### src/rtl/pla_cfg_pkg.sv
// Shared types and sizing for the PLA configuration loader.
// Frame layout: CFG_BYTES config bytes followed by one XOR checksum byte.
package pla_cfg_pkg;

    localparam int unsigned NUM_IN_DEF    = 3;
    localparam int unsigned NUM_TERMS_DEF = 4;
    localparam int unsigned NUM_OUT_DEF   = 2;
    localparam int unsigned CFG_BYTES     = 4;
    localparam int unsigned BYTE_W        = 8;
    localparam int unsigned CNT_W         = 2;
    localparam int unsigned SHADOW_W      = CFG_BYTES * BYTE_W;
    localparam int unsigned AND_W_DEF     = NUM_TERMS_DEF * 2 * NUM_IN_DEF;
    localparam int unsigned OR_W_DEF      = NUM_OUT_DEF * NUM_TERMS_DEF;
    // OR-plane fuses live in the last config byte
    localparam int unsigned OR_LSB        = BYTE_W * (CFG_BYTES - 1);

    typedef enum logic [2:0] {
        ST_IDLE,
        ST_LOAD,
        ST_CHECK,
        ST_DONE,
        ST_ERR
    } state_t;

endpackage

### src/rtl/pla_cfg_loader_if.sv
// Byte-stream configuration port: frame start strobe plus valid/ready byte handshake.
interface pla_cfg_loader_if;
    logic       start;
    logic       in_valid;
    logic [7:0] in_data;
    logic       in_ready;

    modport master (output start, output in_valid, output in_data, input in_ready);
    modport slave  (input start, input in_valid, input in_data, output in_ready);
endinterface

### src/rtl/pla_cfg_loader.sv
// Loads a checksum-protected PLA fuse frame into a shadow register and
// commits AND/OR planes atomically only when the XOR checksum matches.
module pla_cfg_loader
    import pla_cfg_pkg::*;
#(
    parameter int unsigned NUM_IN    = NUM_IN_DEF,
    parameter int unsigned NUM_TERMS = NUM_TERMS_DEF,
    parameter int unsigned NUM_OUT   = NUM_OUT_DEF
) (
    input  logic                            clk,
    input  logic                            rst,
    pla_cfg_loader_if.slave                 bus,
    output logic [NUM_TERMS*2*NUM_IN-1:0]   and_plane,
    output logic [NUM_OUT*NUM_TERMS-1:0]    or_plane,
    output logic                            cfg_valid,
    output logic                            busy,
    output logic                            error
);

    localparam int unsigned AND_W = NUM_TERMS * 2 * NUM_IN;
    localparam int unsigned OR_W  = NUM_OUT * NUM_TERMS;
    localparam logic [CNT_W-1:0] LAST_CNT = CNT_W'(CFG_BYTES - 1);

    state_t               state;
    logic [CNT_W-1:0]     cnt;
    logic [SHADOW_W-1:0]  shadow;
    logic [BYTE_W-1:0]    csum;
    logic                 accept;

    // start overrides any handshake in the same cycle
    assign bus.in_ready = ((state == ST_LOAD) || (state == ST_CHECK)) && !bus.start;
    assign accept       = bus.in_valid && bus.in_ready;

    always_ff @(posedge clk or posedge rst) begin
        if (rst) begin
            state     <= ST_IDLE;
            cnt       <= '0;
            shadow    <= '0;
            csum      <= '0;
            and_plane <= '0;
            or_plane  <= '0;
            cfg_valid <= 1'b0;
            busy      <= 1'b0;
            error     <= 1'b0;
        end else if (bus.start) begin
            state  <= ST_LOAD;
            cnt    <= '0;
            shadow <= '0;
            csum   <= '0;
            error  <= 1'b0;
            busy   <= 1'b1;
        end else begin
            case (state)
                ST_LOAD: begin
                    if (accept) begin
                        shadow[{cnt, 3'b000} +: BYTE_W] <= bus.in_data;
                        csum <= csum ^ bus.in_data;
                        // counter parks on the last slot instead of wrapping
                        if (cnt == LAST_CNT) begin
                            state <= ST_CHECK;
                        end else begin
                            cnt <= cnt + CNT_W'(1);
                        end
                    end
                end
                ST_CHECK: begin
                    if (accept) begin
                        busy <= 1'b0;
                        if (bus.in_data == csum) begin
                            state     <= ST_DONE;
                            and_plane <= shadow[AND_W-1:0];
                            or_plane  <= shadow[OR_LSB +: OR_W];
                            cfg_valid <= 1'b1;
                        end else begin
                            state <= ST_ERR;
                            error <= 1'b1;
                        end
                    end
                end
                default: begin
                    state <= state;
                end
            endcase
        end
    end

endmodule

### src/flat_wrapper.sv
// flat-port wrapper written by rule: the top's interface ports become plain ports
module pla_cfg_loader_flat import pla_cfg_pkg::*;
#(
    parameter int unsigned NUM_IN    = NUM_IN_DEF,
    parameter int unsigned NUM_TERMS = NUM_TERMS_DEF,
    parameter int unsigned NUM_OUT   = NUM_OUT_DEF
)
  (clk, rst, and_plane, or_plane, cfg_valid, busy, error, bus_start, bus_in_valid, bus_in_data, bus_in_ready);
  pla_cfg_loader_if bus_i ();
  input  logic clk;
  input  logic rst;
  output logic [NUM_TERMS*2*NUM_IN-1:0] and_plane;
  output logic [NUM_OUT*NUM_TERMS-1:0] or_plane;
  output logic cfg_valid;
  output logic busy;
  output logic error;
  input wire logic [$bits(bus_i.start)-1:0] bus_start;
  input wire logic [$bits(bus_i.in_valid)-1:0] bus_in_valid;
  input wire logic [$bits(bus_i.in_data)-1:0] bus_in_data;
  output wire logic [$bits(bus_i.in_ready)-1:0] bus_in_ready;
  assign bus_i.start = bus_start;
  assign bus_i.in_valid = bus_in_valid;
  assign bus_i.in_data = bus_in_data;
  assign bus_in_ready = bus_i.in_ready;
  pla_cfg_loader #(.NUM_IN(NUM_IN), .NUM_TERMS(NUM_TERMS), .NUM_OUT(NUM_OUT)) u_core (.clk(clk), .rst(rst), .bus(bus_i), .and_plane(and_plane), .or_plane(or_plane), .cfg_valid(cfg_valid), .busy(busy), .error(error));
endmodule
### config.mk
export PLATFORM = sky130hd
export DESIGN_NAME = pla_cfg_loader_flat
export DESIGN_NICKNAME = d
export VERILOG_FILES = /design/src/rtl/pla_cfg_pkg.sv /design/src/rtl/pla_cfg_loader_if.sv /design/src/rtl/pla_cfg_loader.sv /design/src/flat_wrapper.sv
export SDC_FILE = /design/constraint.sdc
export NUM_CORES = 1
export LEC_CHECK = 0
export ABC_AREA = 1
export CAP_MARGIN = 30
export CORE_MARGIN = 5
export CORE_UTILIZATION = 40
export CTS_CLUSTER_SIZE = 30
export DETAILED_ROUTE_END_ITERATION = 16
export PLACE_DENSITY = 0.63
export SYNTH_ARGS = -nofsm -noshare
export SYNTH_HDL_FRONTEND = slang
export SYNTH_SLANG_ARGS = --single-unit
### constraint.sdc
create_clock -name clk -period 3.2 [get_ports clk]
set_clock_uncertainty 0.05 [all_clocks]
set_input_delay 0.48 -clock clk [delete_from_list [all_inputs] [get_ports clk]]
set_output_delay 0.48 -clock clk [all_outputs]
set_load 0.02 [all_outputs]
### After elaboration in Yosys (flattened, before gate mapping)

Cells that the tools add are included.

* $add $sub $neg: 2
* multipliers: 0
* divide/modulo/power cells: 0
* magnitude comparators: 0
* equal/unequal tests: 9
* shift operators: 2
* mux-type cells: 24
* bitwise logic cells: 2
* reduce and logical (&&, ||, !) cells: 14

Operators by type and width (number)
* two-way mux 32 bit: 3
* bitwise mux 32 bit: 1
* variable shift 8 x 7 -> 32 bit (first input constant): 1
* indexed part select 8 x 7 -> 32 bit: 1
* two-way mux 8 bit: 3
* two-way mux 3 bit: 5
* equality test 8 bit: 1
* two-way mux 2 bit: 4
* AND reduction 4 bit: 2
* XOR 8 bit: 1
* two-way mux 1 bit: 7
* negator 5 -> 7 bit: 1
* inequality test 3 x 2 -> 1 bit (second input constant): 2
* case mux 3 bit (2 select lines): 1
* AND reduction 3 bit: 2
* nonzero test 2 bit: 3
* inequality test 2 bit (second input constant): 2
* AND reduction 2 bit: 2
* equality test 3 x 1 -> 1 bit (second input constant): 1
* equality test 3 x 2 -> 1 bit (second input constant): 1
* inequality test 3 bit (second input constant): 1
* nonzero test 3 bit: 1
* adder 2 x 1 -> 2 bit (second input constant): 1
* equality test 2 bit (second input constant): 1
* 4 further kinds: 5

* register bits after elaboration: 80
* latch bits: 0
* memory bits (writable): 0
* ROM bits: 0
* input port bits: 12
* output and inout port bits: 36
* logic and storage cells: 62
* memories: 0

### Depth between registers and ports, before layout

* word-level depth: 7
* gate-level depth with buffers: 9
* mapped depth without buffers: 9

### Least setup slack after synthesis

Ideal clock, no wire load.

* kind: flip-flop to flip-flop
* start point: reg u_core.cnt[0]
* end point: reg u_core.shadow[0]
* setup time: 0.066 ns
* data arrival time: 1.871 ns
* required time: 3.084 ns
* setup slack: 1.212 ns
* stages on the path, launching flop included: 9
* buffers on the path: 1
* clock period less this slack: 1.988 ns
* cell sequence: dfrtp_1 -> buf_2 -> inv_1 -> ha_1 -> inv_2 -> nand3_1 -> nor3_1 -> nand3_1 -> nand2_1

* word-level cells in the longest chain between the ends: 6
* elaborated cells on any way between the ends: 7
* those cells by class: add/sub (1); shift (2); mux (4)

RTL lines
* start, declared: RTL line pla_cfg_loader.sv:25 `logic [CNT_W-1:0] cnt;`
* start signal, assigned: RTL line pla_cfg_loader.sv:62 `cnt <= cnt + CNT_W'(1);`
* negator 5 -> 7 bit (*): RTL line pla_cfg_loader.sv:56 `shadow[{cnt, 3'b000} +: BYTE_W] <= bus.in_data;`
* indexed part select 8 x 7 -> 32 bit / variable shift 8 x 7 -> 32 bit (equally long branches): RTL line pla_cfg_loader.sv:56
* bitwise mux 32 bit (*): RTL line pla_cfg_loader.sv:56
* two-way mux 32 bit (*): RTL line pla_cfg_loader.sv:55 `if (accept) begin`
* two-way mux 32 bit (*): RTL line pla_cfg_loader.sv:53 `case (state)`
* two-way mux 32 bit (*): RTL line pla_cfg_loader.sv:45 `end else if (bus.start) begin`
* end signal, assigned by index: RTL line pla_cfg_loader.sv:56
* end, declared: RTL line pla_cfg_loader.sv:26 `logic [SHADOW_W-1:0] shadow;`

Mark *: on every way between the ends. The rest lies on a longest branch, timed or not. The select of a mux whose other input is x is not followed.
A chain may end at the register's enable or synchronous reset.

### Worst setup path after layout

* start point: reg u_core.state[2]
* end point: out bus_in_ready

* word-level cells in the longest chain between the ends: 3
* elaborated cells on any way between the ends: 4
* those cells by class: eq/ne (2); reduce/logical (2)

RTL lines
* start, declared: RTL line pla_cfg_loader.sv:24 `state_t state;`
* start signal, assigned: RTL line pla_cfg_loader.sv:81 `state <= state;`
* equality test 3 x 1 -> 1 bit / equality test 3 x 2 -> 1 bit (equally long branches): RTL line pla_cfg_loader.sv:31 `assign bus.in_ready = ((state == ST_LOAD) || (state == ST_CHECK)) && !bus.start;`
* logical OR 1 bit (*): RTL line pla_cfg_loader.sv:31
* logical AND 1 bit (*): RTL line pla_cfg_loader.sv:31
* end, declared: RTL line flat_wrapper.sv:20 `output wire logic [$bits(bus_i.in_ready)-1:0] bus_in_ready;`

Mark *: on every way between the ends. The rest lies on a longest branch, timed or not.

==> metrics.md <==
| Metric | Value |
|---|---|
| Dpl hpwl | `slightly below 6 mm` |
| CTS tree | `yes` |
| CTS clk-pin slew, worst paths | `~80 ps` |
| Setup Fix Bufs, Post-CTS | `0` |
| CTS sink count | `80` |
| WP data required | `roughly 2700 ps` |
| Seq pwr share | `a little over half` |
| Num rows | `35` |
| Crit path max fanout | `5` |
| Via density | `roughly 5.0` |
| Routed wire length | `slightly above 8 mm` |
| CP Data Arrival Time | `2030 ps` |
| CP Class | `flop to output port` |
| Setup TNS | `0 ps` |
| Combinational Power Share | `between 10 and 15%` |
| Die H | `between 100 and 150 um` |
| Status | `finished clean` |
| Vias in the first global route | `around 3100` |
| H-tree levels | `3` |
| Fillers | `roughly 910` |
| Synth top cells by count | `nand2_1, dfrtp_1, inv_1` |
| RSZ-0062 raised after global routing | `false` |
| Die area | `~11000 um^2` |
| Iteration-0 DRC Markers | `160` |
| Fmax | `390 MHz` |
| Hold WS | `366 ps` |
| Post-synthesis async set-or-reset flop share | `100%` |
| Syn Std Cell Area | `about 3800 um^2` |
| Synth unique cells | `27` |
| Worst setup margin | `~640 ps` |
| DP Cell Count | `approximately 580` |
| Finish-stage setup viols | `0` |
| Worst Setup End Kind | `output port` |
| Antenna violations before repair | `0` |
| WL/cell | `~14 um` |
| First-pass GRT wire length | `14.4 mm` |
| Final hold vios | `0` |
| Pin count of the biggest net entering global routing | `65` |
| Core box area | `around 9200 um^2` |
| Nets | `501` |
| Antenna Nets Post-Route | `0` |
| Max-Cap Viols | `0` |
| Footprint of the multi-input gates | `1460 um^2` |
| Power consumption | `1.99 mW` |
| HP Class | `input port to asynchronous set/reset pin` |
| Fin. max-slew vios | `0` |
| Crit share post-route | `between 80% and 90%` |
| TritonCTS Buffers | `9` |
| Non-filler cells in the finished layout | `600` |
| Area leader, netlist | `dfrtp_1` |
| Post-layout util | `48.5%` |
| Residual DRC | `0` |
| Post-synth EDFFs | `0` |
| Slew margin rel. | `about three fifths` |
| Sequential cell area fraction in the yosys report | `between 50% and 60%` |
| Sw power | `approximately 560 uW` |
| Die X | `around 110 um` |
| Place WS | `slightly below 700 ps` |
| Mapped Cells | `441` |
| Most common cell in the synthesized netlist | `nand2_1` |
| CP Launch Type | `flop` |
| CTS root buffer | `clkbuf_8` |
| Worst-skew pair later-pin latency | `around 350 ps` |
| PD cells | `~450 nW/um^2` |
| Crit path time final | `about 2600 ps` |
| Mapped Avg Cell Area | `8.52 um^2` |
| Synthesis Warnings | `0` |
| Initial Util | `about two fifths` |
| Hold Buf Count CTS | `0` |
| Synth area leaders | `dfrtp_1, nand2_1, nand4_1` |
| GP Congestion | `0.823` |
| Share of the synthesized area in the top cell type | `between 50% and 60%` |
| Worst reg-to-reg path cell count | `7` |
| Clock Tree Buf Depth | `2` |
| Share of cells above drive strength 1 | `about 8%` |
| P_leak | `around 2.3 nW` |
| Worst-margin pin slew | `594 ps` |
| Syn Nets | `between 400 and 500` |
| Cell area after layout | `between 4000 and 5000 um^2` |
| Top FF cell, synth | `dfrtp_1` |
| Clock power share | `between 30 and 40%` |
| Input/output buffers | `47` |
| Overall global routing resource usage | `between 10% and 20%` |
| Sw frac | `between 20% and 30%` |
| CTS resizes | `0` |
| Yosys reg bits | `80` |
| GR Overflow Total | `0` |
| Reg area | `2000 um^2` |
| Area grow syn2layout | `18.6%` |
| Via count | `3005` |
| Area after DPL | `4280 um^2` |
| First-pass iteration count of the detailed router | `5` |
| Io pins | `48` |
| Worst vdd ir | `0.304 mV` |
| Antenna Cells | `0` |
| Int Pwr | `between 1 and 1.5 mW` |
## critical path, stage by stage, from the launching register on
cell and delay (ps):
dfrtp_1 390, inv_1 130, nand3_1 240, nand2_1 160
inv_1 60, nor2_1 90, clkdlybuf4s50_1 620
## registers in the layout, indices dropped and copies added (netlist names)
signal / flops
u_core.and_plane: 24
u_core.busy: 1
u_core.cfg_valid: 1
u_core.cnt: 2
u_core.csum: 8
u_core.error: 1
u_core.or_plane: 8
u_core.shadow: 32
u_core.state: 3
## power by group through the flow
| stage | Sequential, mW | Combinational [mW] | Clock [mW] |
|---|---|---|---|
| global route | 1.08 | 0.260 | 0.745 |
| detailed placement | 1.10 | 0.229 | 0 |
| floorplan | 1.09 | 0.173 | 0 |
| CTS | 1.08 | 0.230 | 0.705 |
| global placement | 1.10 | 0.226 | 0 |
| finish | 1.08 | 0.228 | 0.683 |
## path summary, 6_finish.rpt
check	slack, ps	start	end
worst max register to register	1050	u_core.cnt[0]	u_core.shadow[28]
max in group asynchronous	2080	rst	u_core.or_plane[5]
min in group clk	420	u_core.cfg_valid	u_core.cfg_valid
worst min-delay path	370	rst	u_core.cfg_valid
worst max-delay path	640	u_core.state[2]	bus_in_ready
worst min register to register	420	u_core.cfg_valid	u_core.cfg_valid
## cell families after synthesis
group	count (synthesis)	share of synthesized area, %
AND/OR/NAND/NOR	245	30.2
flip-flops	80	53.3
buffers and inverters	62	8.02
AO/OA/AOI/OAI	49	6.86
adder cells (fa/ha/maj)	5	1.66
## metal layers
metal / GRT usage [%] / part of all wire, % / vias up
met1: 19.9 / 46 / 1403
met4: 6.12 / 1.9 / 0
li1: - / - / 1523
met5: 0 / 0 / -
met2: 25.9 / 47 / 70
met3: 3.79 / 5.0 / 9
## area by class of cell
cell class	count	area share, %
Clock inverter	5	0.898
Sequential cell	80	44.9
Timing Repair Buffer	52	11.7
Clock buffer	11	3.17
Multi-Input combinational cell	299	32.6
Tap cell	111	3.12
Inverter	42	3.59
## placed cells by master (no fill, tap or decap), types with 5 or more instances in the layout
cell / n
a21oi_1: 17
clkbuf_8: 10
clkdlybuf4s50_1: 47
dfrtp_1: 80
ha_1: 5
inv_1: 37
nand2_1: 149
nand2_2: 6
nand3_1: 25
nand4_1: 34
nor2_1: 21
o21ai_0: 18
o21ai_1: 8
(Power assumes the default switching activity.)
